File: src/rtl/xif_issue_recorder_if.sv
// CV-X-IF issue channel: core request (valid/instr/id), recorder ready, and the
// same-cycle accept/writeback response.
interface xif_issue_recorder_if #(
  parameter int unsigned X_ID_WIDTH = 4
);
  logic                  issue_valid_i;
  logic                  issue_ready_o;
  logic [31:0]           issue_instr_i;
  logic [X_ID_WIDTH-1:0] issue_id_i;
  logic                  issue_accept_o;
  logic                  issue_writeback_o;

  modport master (
    output issue_valid_i, issue_instr_i, issue_id_i,
    input  issue_ready_o, issue_accept_o, issue_writeback_o
  );

  modport slave (
    input  issue_valid_i, issue_instr_i, issue_id_i,
    output issue_ready_o, issue_accept_o, issue_writeback_o
  );
endinterface

File: src/rtl/xif_issue_recorder.sv
// Stand-in coprocessor on the CV-X-IF issue channel: decides accept by opcode match,
// records every transfer into a fall-through FIFO and keeps saturating statistics.
module xif_issue_recorder #(
  parameter int unsigned X_ID_WIDTH  = 4,
  parameter int unsigned DEPTH       = 8,
  parameter bit          LOSSLESS    = 1'b1,
  parameter logic [31:0] MATCH_MASK  = 32'h0000_007F,
  parameter logic [31:0] MATCH_VALUE = 32'h0000_000B,
  parameter int unsigned CNT_WIDTH   = 16,
  parameter bit          VERBOSE     = 1'b0
) (
  input  logic                   clk_i,
  input  logic                   rst_i,
  xif_issue_recorder_if.slave    issue_if,
  output logic                   rec_valid_o,
  input  logic                   rec_ready_i,
  output logic [31:0]            rec_instr_o,
  output logic [X_ID_WIDTH-1:0]  rec_id_o,
  output logic                   rec_accept_o,
  output logic [$clog2(DEPTH):0] level_o,
  input  logic                   clr_cnt_i,
  output logic [CNT_WIDTH-1:0]   cnt_issue_o,
  output logic [CNT_WIDTH-1:0]   cnt_accept_o,
  output logic [CNT_WIDTH-1:0]   cnt_drop_o
);

  localparam int unsigned PTR_W = $clog2(DEPTH);
  localparam int unsigned LVL_W = PTR_W + 1;

  typedef struct packed {
    logic [31:0]           instr;
    logic [X_ID_WIDTH-1:0] id;
    logic                  accept;
  } rec_t;

  rec_t                 r_mem [DEPTH];
  logic [PTR_W-1:0]     r_wptr;
  logic [PTR_W-1:0]     r_rptr;
  logic [LVL_W-1:0]     r_level;
  logic                 r_ready;
  logic [CNT_WIDTH-1:0] r_cnt_issue;
  logic [CNT_WIDTH-1:0] r_cnt_accept;
  logic [CNT_WIDTH-1:0] r_cnt_drop;

  logic             w_accept;
  logic             w_writeback;
  logic             w_full;
  logic             w_xfer;
  logic             w_pop;
  logic             w_push;
  logic             w_drop;
  logic [LVL_W-1:0] w_level_nxt;
  rec_t             w_rec;

  // Decode is the only combinational path through the block.
  assign w_accept    = (issue_if.issue_instr_i & MATCH_MASK) == MATCH_VALUE;
  assign w_writeback = w_accept & (|issue_if.issue_instr_i[11:7]);

  assign issue_if.issue_accept_o    = w_accept;
  assign issue_if.issue_writeback_o = w_writeback;
  assign issue_if.issue_ready_o     = r_ready;

  assign w_full = (r_level == LVL_W'(DEPTH));
  assign w_xfer = issue_if.issue_valid_i & r_ready;
  assign w_pop  = (r_level != '0) & rec_ready_i;
  // A full FIFO still takes the push when the head leaves in the same cycle.
  assign w_push = w_xfer & (~w_full | w_pop);
  assign w_drop = w_xfer & w_full & ~w_pop;

  assign w_rec.instr  = issue_if.issue_instr_i;
  assign w_rec.id     = issue_if.issue_id_i;
  assign w_rec.accept = w_accept;

  always_comb begin
    w_level_nxt = r_level;
    unique case ({w_push, w_pop})
      2'b10:   w_level_nxt = r_level + LVL_W'(1);
      2'b01:   w_level_nxt = r_level - LVL_W'(1);
      default: w_level_nxt = r_level;
    endcase
  end

  // Storage, pointers, occupancy and the registered ready.
  always_ff @(posedge clk_i or posedge rst_i) begin
    if (rst_i) begin
      for (int i = 0; i < int'(DEPTH); i++) r_mem[i] <= '0;
      r_wptr  <= '0;
      r_rptr  <= '0;
      r_level <= '0;
      r_ready <= 1'b1;
    end else begin
      if (w_push) begin
        r_mem[r_wptr] <= w_rec;
        r_wptr        <= r_wptr + PTR_W'(1);
      end
      if (w_pop) r_rptr <= r_rptr + PTR_W'(1);
      r_level <= w_level_nxt;
      r_ready <= LOSSLESS ? (w_level_nxt != LVL_W'(DEPTH)) : 1'b1;
    end
  end

  function automatic logic [CNT_WIDTH-1:0] sat_inc(input logic [CNT_WIDTH-1:0] cnt,
                                                   input logic                 inc);
    return (inc && (cnt != '1)) ? cnt + CNT_WIDTH'(1) : cnt;
  endfunction

  // Clear takes priority over any same-cycle increment.
  always_ff @(posedge clk_i or posedge rst_i) begin
    if (rst_i) begin
      r_cnt_issue  <= '0;
      r_cnt_accept <= '0;
      r_cnt_drop   <= '0;
    end else if (clr_cnt_i) begin
      r_cnt_issue  <= '0;
      r_cnt_accept <= '0;
      r_cnt_drop   <= '0;
    end else begin
      r_cnt_issue  <= sat_inc(r_cnt_issue, w_xfer);
      r_cnt_accept <= sat_inc(r_cnt_accept, w_xfer & w_accept);
      r_cnt_drop   <= sat_inc(r_cnt_drop, w_drop);
    end
  end

  assign rec_valid_o  = (r_level != '0);
  assign rec_instr_o  = r_mem[r_rptr].instr;
  assign rec_id_o     = r_mem[r_rptr].id;
  assign rec_accept_o = r_mem[r_rptr].accept;
  assign level_o      = r_level;
  assign cnt_issue_o  = r_cnt_issue;
  assign cnt_accept_o = r_cnt_accept;
  assign cnt_drop_o   = r_cnt_drop;

`ifndef SYNTHESIS
  always @(posedge clk_i) begin
    if (VERBOSE && !rst_i && w_xfer)
      $display("[xif_issue_recorder] t=%0t id=%0h instr=%08h accept=%0b",
               $time, issue_if.issue_id_i, issue_if.issue_instr_i, w_accept);
  end
`endif

endmodule

File: src/flat_wrapper.sv
// flat-port wrapper written by rule: the top's interface ports become plain ports
module xif_issue_recorder_flat 
#(
  parameter int unsigned X_ID_WIDTH  = 4,
  parameter int unsigned DEPTH       = 8,
  parameter bit          LOSSLESS    = 1'b1,
  parameter logic [31:0] MATCH_MASK  = 32'h0000_007F,
  parameter logic [31:0] MATCH_VALUE = 32'h0000_000B,
  parameter int unsigned CNT_WIDTH   = 16,
  parameter bit          VERBOSE     = 1'b0
)
  (clk_i, rst_i, rec_valid_o, rec_ready_i, rec_instr_o, rec_id_o, rec_accept_o, level_o, clr_cnt_i, cnt_issue_o, cnt_accept_o, cnt_drop_o, issue_if_issue_valid_i, issue_if_issue_instr_i, issue_if_issue_id_i, issue_if_issue_ready_o, issue_if_issue_accept_o, issue_if_issue_writeback_o);
  xif_issue_recorder_if #(.X_ID_WIDTH(X_ID_WIDTH)) issue_if_i ();
  input  logic clk_i;
  input  logic rst_i;
  output logic rec_valid_o;
  input  logic rec_ready_i;
  output logic [31:0] rec_instr_o;
  output logic [X_ID_WIDTH-1:0] rec_id_o;
  output logic rec_accept_o;
  output logic [$clog2(DEPTH):0] level_o;
  input  logic clr_cnt_i;
  output logic [CNT_WIDTH-1:0] cnt_issue_o;
  output logic [CNT_WIDTH-1:0] cnt_accept_o;
  output logic [CNT_WIDTH-1:0] cnt_drop_o;
  input wire logic [$bits(issue_if_i.issue_valid_i)-1:0] issue_if_issue_valid_i;
  input wire logic [$bits(issue_if_i.issue_instr_i)-1:0] issue_if_issue_instr_i;
  input wire logic [$bits(issue_if_i.issue_id_i)-1:0] issue_if_issue_id_i;
  output wire logic [$bits(issue_if_i.issue_ready_o)-1:0] issue_if_issue_ready_o;
  output wire logic [$bits(issue_if_i.issue_accept_o)-1:0] issue_if_issue_accept_o;
  output wire logic [$bits(issue_if_i.issue_writeback_o)-1:0] issue_if_issue_writeback_o;
  assign issue_if_i.issue_valid_i = issue_if_issue_valid_i;
  assign issue_if_i.issue_instr_i = issue_if_issue_instr_i;
  assign issue_if_i.issue_id_i = issue_if_issue_id_i;
  assign issue_if_issue_ready_o = issue_if_i.issue_ready_o;
  assign issue_if_issue_accept_o = issue_if_i.issue_accept_o;
  assign issue_if_issue_writeback_o = issue_if_i.issue_writeback_o;
  xif_issue_recorder #(.X_ID_WIDTH(X_ID_WIDTH), .DEPTH(DEPTH), .LOSSLESS(LOSSLESS), .MATCH_MASK(MATCH_MASK), .MATCH_VALUE(MATCH_VALUE), .CNT_WIDTH(CNT_WIDTH), .VERBOSE(VERBOSE)) u_core (.clk_i(clk_i), .rst_i(rst_i), .issue_if(issue_if_i), .rec_valid_o(rec_valid_o), .rec_ready_i(rec_ready_i), .rec_instr_o(rec_instr_o), .rec_id_o(rec_id_o), .rec_accept_o(rec_accept_o), .level_o(level_o), .clr_cnt_i(clr_cnt_i), .cnt_issue_o(cnt_issue_o), .cnt_accept_o(cnt_accept_o), .cnt_drop_o(cnt_drop_o));
endmodule
File: config.mk
export PLATFORM = sky130hd
export DESIGN_NAME = xif_issue_recorder_flat
export DESIGN_NICKNAME = d
export VERILOG_FILES = /design/src/rtl/xif_issue_recorder_if.sv /design/src/rtl/xif_issue_recorder.sv /design/src/flat_wrapper.sv
export SDC_FILE = /design/constraint.sdc
export NUM_CORES = 1
export LEC_CHECK = 0
export BUFFER_PORTS_ARGS = -buffer_cell sky130_fd_sc_hd__buf_2
export CAP_MARGIN = 20
export CORE_ASPECT_RATIO = 1.75
export CORE_MARGIN = 8
export CORE_UTILIZATION = 55
export CTS_CLUSTER_DIAMETER = 120
export DETAILED_ROUTE_END_ITERATION = 7
export GPL_TIMING_DRIVEN = 0
export PLACE_DENSITY = 0.74
export SLEW_MARGIN = 30
export SYNTH_ARGS = -nofsm -noshare
export SYNTH_HDL_FRONTEND = slang
export SYNTH_SLANG_ARGS = --single-unit
export TNS_END_PERCENT = 100
File: constraint.sdc
create_clock -name clk_i -period 16 [get_ports clk_i]
set_input_delay 2.4 -clock clk_i [delete_from_list [all_inputs] [get_ports clk_i]]
set_output_delay 2.4 -clock clk_i [all_outputs]
set_load 0.03 [all_outputs]
==> Word level (Yosys, flattened, before mapping) <==
Index checks and enable logic that the tools add are counted.
{ "word_totals": {"input_bits": 41, "regBits": 355, "word_cells": 83} }
{ "op_classes": {"magnitude_cmp": 3, "reduce_logical": 9, "n_eq_ne": 8, "n_bitwise": 12, "muxes": 13, "addsub": 7} }
{ "ops": {"columns": ["op", "n"], "rows": [
  ["bitwise mux 296 bit", 1],
  ["binary-select mux 37 bit (select 3 bit)", 1],
  ["demux 37 bit (select 3 bit)", 1],
  ["2-to-1 mux 37 bit", 3],
  ["2-to-1 mux 16 bit", 6],
  ["adder 16 x 1 -> 16 bit, second input constant", 3],
  ["!= test 16 bit, second input constant", 3],
  [">= comparator 4 bit, second input constant", 2],
  ["NOT 3 -> 4 bit", 2],
  ["one-hot mux 4 bit (2 select lines)", 1],
  ["AND 1 bit", 7],
  ["equality test 7 x 4 -> 1 bit, second input constant", 1],
  ["adder 3 x 1 -> 3 bit, second input constant", 2],
  ["nonzero test 2 bit", 3],
  ["OR reduction 5 bit", 1],
  ["adder 4 x 1 -> 4 bit, second input constant", 1],
  ["equality test 4 bit, second input constant", 1],
  ["logical AND 1 bit", 4],
  ["less-than comparator 4 x 1 -> 1 bit, second input constant", 1],
  ["!= test 4 bit, second input constant", 1],
  ["nonzero test 4 bit", 1],
  ["subtractor 4 x 1 -> 4 bit, second input constant", 1],
  ["equality test 2 x 1 -> 1 bit, second input constant", 1],
  ["equality test 2 bit, second input constant", 1],
  ["2 further kinds", 3]
]} }

==> Longest topological paths before layout <==
Gate-level depths: netlist (run 1).
{ "depth": {"ltp_word": 7, "depth_mapped": 11} }

==> Worst setup path before layout (run 1) <==
No wires, ideal clock.
{ "synth_path": {"path_type": "input to output", "startpoint": "input port issue_if_issue_instr_i[4]", "endpoint": "output port issue_if_issue_writeback_o", "n_path_buf": 0, "arrival_time_ns": 3.636, "slack_ns": 9.964, "path_stages": 3, "cell_sequence": "nor4b_1 -> nand2_1 -> a21oi_1"} }
{ "synth_between": {"elab_chain_cells": 2} }
{ "synth_rtl": {"columns": ["element", "line", "rtl"], "rows": [
  ["start, declared", "flat_wrapper.sv:27", "input wire logic [$bits(issue_if_i.issue_instr_i)-1:0] issue_if_issue_instr_i;"],
  ["equality test 7 x 4 -> 1 bit", "xif_issue_recorder.sv:56", "assign w_accept = (issue_if.issue_instr_i & MATCH_MASK) == MATCH_VALUE;"],
  ["AND 1 bit", "xif_issue_recorder.sv:57", "assign w_writeback = w_accept & (|issue_if.issue_instr_i[11:7]);"],
  ["end, declared", "flat_wrapper.sv:31", "output wire logic [$bits(issue_if_i.issue_writeback_o)-1:0] issue_if_issue_writeback_o;"]
]} }
Every way passes these cells.

==> Final worst setup path (run 1) <==
{ "layout_path": {"startpoint": "input port issue_if_issue_instr_i[4]", "endpoint": "output port issue_if_issue_accept_o"} }
{ "layout_between": {"elab_chain_cells": 1} }
{ "layout_rtl": {"columns": ["element", "line", "rtl"], "rows": [
  ["equality test 7 x 4 -> 1 bit", "xif_issue_recorder.sv:56", null],
  ["end, declared", "flat_wrapper.sv:30", "output wire logic [$bits(issue_if_i.issue_accept_o)-1:0] issue_if_issue_accept_o;"]
]} }
Every way passes these cells.

==> impl_metrics.tcl, run 1 <==
set metrics [dict create \
    critPathRequiredTime_ns 13.60 \
    clockRootBuffer "clkbuf_16" \
    worst-setup-path-type "primary input to output pin" \
    synth-edff-count 0 \
    p_leak_nw 8.146 \
    syn-mean-instance-area_um2 14.47 \
    cp_max_fo 9 \
    antenna_found_initial 3 \
    synth_top_area_cell "dfrtp_1" \
    wl_mm 37.70 \
    yosysMostFrequentCell "dfrtp_1" \
    die_h_um 246.0 \
    yosysWarnings 0 \
    grt_max_degree 90 \
    pin_count 134 \
    finalMaxSlewViolations 0 \
    ctsResizeCount 0 \
    grtUsageTotal_pct 21.27 \
    power_mw 3.937 \
    hp-class "flop to flop" \
    status "completed" \
    synth_top_area_share_pct 53.29 \
    finalCriticalPeriod_ns 6.814 \
    crit_path_start_kind "primary input" \
    core_um2 29950 \
    hold_viol_final 0 \
    worstHoldPathCells 2 \
    grt_pass1_wl_mm 61.49 \
    final_cell_area_um2 18910 \
    postLayoutCoreUtil_pct 63.15 \
    vias 10420 \
    synthTopCellsByArea "dfrtp_1, mux2_2, mux4_2" \
    cpMaxStageDelayCell "nor4b_1" \
    hold_ws_ns 0.4855 \
    drive_gt1_share_pct 47.84 \
    maxCapViolCount 0 \
    clk_latency_ns 0.52 \
    drc 0 \
    cts_tree "yes" \
    rows 84 \
    final.setup.worst_slack_ns 9.186 \
    areaGrowthSynthToFinish_pct 13.78 \
    skew_ns 0.009945 \
    fin_nets 1370 \
    synth.cell_area_um2 16620 \
    globalplace.congestion 0.8484 \
    synth_common_cells "dfrtp_1, mux2_2, mux4_2, a21oi_1" \
    vias_per_cell 6.025 \
    clk_pin_slew_ns 0.06 \
    first_pass_iters 4 \
    synth.yosys.seq_area_share_pct 53.45 \
    start_util_pct 55.50 \
    cts_made_buffers 34 \
    setup_tns_ns 0 \
    reg2regPathDepth 8 \
    worst_slew_pin_slew_ns 1.003 \
    dp.cells 1672 \
    cts_max_level 2 \
    wire_per_inst_um 21.79 \
    final-instance-count-excl-fill 1730 \
    dpl_cell_area_um2 17890 \
    postCtsSetupBuffers 0 \
    dp_hpwl_mm 25.92 \
    syn_nets 1198 \
    cp_common_cell "buf_2" \
    synthFlopType "dfrtp_1" \
    relSlewSlack_pct 33.14 \
    r2r_slack_ns 12.97 \
    syn_inst 1149 \
    cp_cell_sequence "buf_2, nor4b_1, nand2_1, inv_1, buf_2" \
    grt_pass1_vias 11490 \
    synth_seq_cells 355 \
    min_period_over_period_pct 42.58 \
    setup_viol 0 \
    max_freq_mhz 146.8 \
    endpoint_kind "output pin" \
    port_buffers 132 \
    ctsHoldBuffers 0 \
    drt_iter0_markers 502 \
    rsz0062_at_grt "false" \
    grt-ovfl-total 0 \
    place_ws_ns 9.155 \
    clock_path_buffers 3 \
    slowest_delay_ns 0.79 \
    cts.sinks 355 \
    yosys.cell_types.count 48 \
    power_density_nw_per_um2 208.1 \
    ant_nets 0 \
    ys_async_sr_fraction_pct 100.0 \
    peakVddDrop_v 0.0001465 \
    die_area_um2 36260 \
    die_width_um 147.4 \
    arrival_ns 4.41 \
]
==> logic make-up after synthesis <==
family | share of synthesized area (%)
mux | 33.64
flops | 53.45
simple gates | 6.443
compound gates | 3.319
buf+inv | 2.122
xor+xnor | 0.4215
fa+ha+maj | 0.6022
==> cells in the final DEF (no fill, tap or decap), types with 5 or more instances in the layout <==
cell type  synthesis  routed
or4_1             22      22
and4_1             6       6
nand3_1           25      25
nor2b_1           18      18
dfrtp_1          354     354
buf_1              9       5
clkbuf_1          30      42
nand4_1           13      13
inv_1             12      11
mux4_2            74      74
o31ai_1           20      20
clkbuf_8           0       5
nor2_1            23      23
a21oi_1           39      39
clkbuf_16          0      35
nor4_1             7       7
mux2_2           344     344
and3_1             7       7
nand2_1           24      24
buf_2             30     164
ha_1               8       8
nor3_1             8       8
or3_1             13      13
o21ai_0           14      14
==> final timing paths <==
check,start,to
worst max-delay path,issue_if_issue_instr_i[4],issue_if_issue_accept_o
worst min-delay path,u_core.r_mem[74],u_core.r_mem[74]
worst max register to register,u_core.level_o[0],u_core.level_o[3]
worst min register to register,u_core.r_mem[74],u_core.r_mem[74]
max in group asynchronous,rst_i,u_core.r_mem[241]
min in group asynchronous,rst_i,u_core.cnt_drop_o[12]
==> layer usage <==
metal | wire, um | global-route usage [%] | up-vias
met5 | 17 | 0 | -
met4 | 1019 | 7.532 | 4
met3 | 1361 | 3.307 | 65
met2 | 20560 | 39.67 | 172
met1 | 14740 | 24.07 | 5517
li1 | - | - | 4666
==> sequential cells by signal (all words and copies together), names as in the netlist <==
register,cells
u_core.issue_if.issue_ready_o,1
u_core.cnt_accept_o,16
u_core.level_o,4
u_core.cnt_issue_o,16
u_core.cnt_drop_o,16
u_core.r_mem,296
u_core.r_wptr,3
u_core.r_rptr,3
==> power by group <==
| group | leakage (nW) | switching, mW | internal [mW] |
|---|---|---|---|
| clock | 0.498 | 0.332 | 0.426 |
| sequential | 4.37 | 0.199 | 1.29 |
| combinational | 3.28 | 0.821 | 0.871 |
==> worst max-delay path: cells and delay by family <==
family | cells | cell delay [ns]
and+or+nand+nor | 2 | 1.33
buffers and inverters | 3 | 0.67
==> layout make-up <==
class | count | area, um^2
buffer | 70 | 312.8
timing repair buffer | 136 | 770.7
clock inverter | 5 | 31.28
multi-input combinational | 712 | 7386
tap | 387 | 484.2
sequential | 355 | 8885
inverter | 12 | 52.55
fill | 2296 | 11040
clock buffer | 52 | 989.7
antenna | 1 | 2.502
(Power assumes the default switching activity.)
==> inputs of run 2 (changes only) <==
- clock period: 16 -> 7.04 ns (I/O delays scaled with it)
==> impl_metrics.tcl, run 2 (same netlist as run 1, synthesis figures left out) <==
set metrics [dict create \
    p_seq_share_pct 37.3 \
    setup_viol 0 \
    wire_per_inst_um 21.78 \
    clockRootBuffer "clkbuf_16" \
    pin_count 134 \
    crit_family "simple AND/OR/NAND/NOR gates" \
    antenna_found_initial 3 \
    critPathRequiredTime_ns 5.98 \
    ctsHoldBuffers 0 \
    dp.cells 1684 \
    cp_max_fo 9 \
    hold_ws_ns 0.4810 \
    drt_iter0_markers 497 \
    maxCapViolCount 0 \
    die_width_um 147.4 \
    peakVddDrop_v 0.0003357 \
    combPwrFrac_pct 42.9 \
    p_clk_share_pct 19.8 \
    fin_nets 1382 \
    power_mw 9.058 \
    min_period_over_period_pct 58.93 \
    crit_path_start_kind "primary input" \
    areaGrowthSynthToFinish_pct 15.32 \
    netSwitchingPower_mw 3.112 \
    cp_cell_sequence "buf_2, nor4b_1, nand2_1, inv_1, buf_2" \
    largest_register_ffs 296 \
    reg2regPathDepth 9 \
    start_util_pct 55.50 \
    largest_register "u_core.r_mem" \
    arrival_ns 3.09 \
    globalplace.congestion 0.8615 \
    worst_slew_pin_slew_ns 0.9187 \
    p_leak_nw 8.257 \
    power_density_nw_per_um2 472.5 \
    cts_tree "yes" \
    ctsResizeCount 0 \
    status "completed" \
    die_area_um2 36260 \
    skew_ns 0.02403 \
    grt_util_met2_pct 39.52 \
    crit_buf_inv 3 \
    busiest_layer "met2" \
    vias_per_cell 6.041 \
    cts.sinks 355 \
    clk_latency_ns 0.53 \
    endpoint_kind "output pin" \
    first_pass_iters 5 \
    grtUsageTotal_pct 21.48 \
    final_cell_mix "dfrtp_1, mux2_2, buf_2, mux4_2, clkbuf_1" \
    grtUsageMet1_pct 24.95 \
    dp_hpwl_mm 26.53 \
    worstHoldPathCells 2 \
    grt_pass1_wl_mm 62.40 \
    critical_path.startpoint "issue_if_issue_instr_i[4]" \
    port_buffers 132 \
    worstReg2RegStart "u_core.level_o[0]" \
    slowest_delay_ns 0.82 \
    drive_gt1_share_pct 48.45 \
    vias 10540 \
    place_ws_ns 2.869 \
    clk_pin_slew_ns 0.06 \
    die_h_um 246.0 \
    final-instance-count-excl-fill 1745 \
    core_um2 29950 \
    swShare_pct 34.36 \
    hold_viol_final 0 \
    cts_made_buffers 34 \
    finalCriticalPeriod_ns 4.149 \
    hold_end "u_core.r_mem[74]" \
    grt-ovfl-total 0 \
    postCtsSetupBuffers 0 \
    r2r_slack_ns 3.99 \
    drc 0 \
    ant_nets 0 \
    grt_max_degree 32 \
    postLayoutCoreUtil_pct 64.00 \
    dpl_cell_area_um2 18090 \
    rows 84 \
    cts_max_level 2 \
    clock_path_buffers 3 \
    hp-class "flop to flop" \
    finalMaxSlewViolations 0 \
    met3_usage_pct 3.509 \
    setup_tns_ns 0 \
    grt_pass1_vias 11540 \
    wl_mm 38.00 \
    worst-setup-path-type "primary input to output pin" \
    relSlewSlack_pct 37.89 \
    r2r_end "u_core.level_o[3]" \
    cp_common_cell "buf_2" \
    hold_start "u_core.r_mem[74]" \
    cpMaxStageDelayCell "nor4b_1" \
    final_common_cell "dfrtp_1" \
    p_int_mw 5.946 \
    final.setup.worst_slack_ns 2.891 \
    max_freq_mhz 241.0 \
    final_cell_area_um2 19170 \
    rsz0062_at_grt "false" \
]
==> run 2: final cells by class <==
cell class / instances / area, um^2
Fill cell: 2230 / 10780
Sequential cell: 355 / 8885
Multi-Input combinational cell: 712 / 7386
Timing Repair Buffer: 148 / 973.4
Clock buffer: 48 / 943.4
Tap cell: 387 / 484.2
Buffer: 70 / 311.5
Clock inverter: 11 / 132.6
Inverter: 12 / 48.80
Antenna cell: 2 / 5.005
==> run 2: power by group through the flow <==
stage	Sequential (mW)	Combinational (mW)	Clock, mW
final	3.38	3.88	1.79
after global routing	3.49	4.15	1.92
after global placement	3.35	3.81	0
after CTS	3.37	3.95	1.84
after detailed placement	3.41	3.94	0
after floorplan	3.28	3.01	0
==> run 2: worst max-delay path by stage <==
| stage | endpoint | slack (ns) | depth (start not counted) |
|---|---|---|---|
| floorplan | u_core.cnt_accept_o[0] | 1.23 | 1 |
| global route | rec_instr_o[30] | 2.74 | 5 |
| global placement | u_core.r_mem[19] | -0.66 | 2 |
| detailed placement | issue_if_issue_accept_o | 2.87 | 5 |
| finish | issue_if_issue_accept_o | 2.89 | 5 |
| CTS | rec_instr_o[30] | 2.82 | 5 |
==> run 2: layer usage <==
layer | vias up | share of wire [%] | wire [um]
li1 | 4710 | - | -
met2 | 240 | 55 | 20740
met4 | 4 | 2.3 | 884
met3 | 62 | 4.1 | 1566
met1 | 5525 | 39 | 14790
met5 | - | 0.071 | 27
==> run 2: worst reg2reg max path: stages, from the launching register on <==
cell and delay, ns:
dfrtp_1 0.40, buf_6 0.14, or3_1 0.30, buf_2 0.18
o21ai_2 0.44, ha_1 0.37, a211oi_1 0.07, a2111oi_0 0.60
nor3_1 0.11, or2_2 0.32
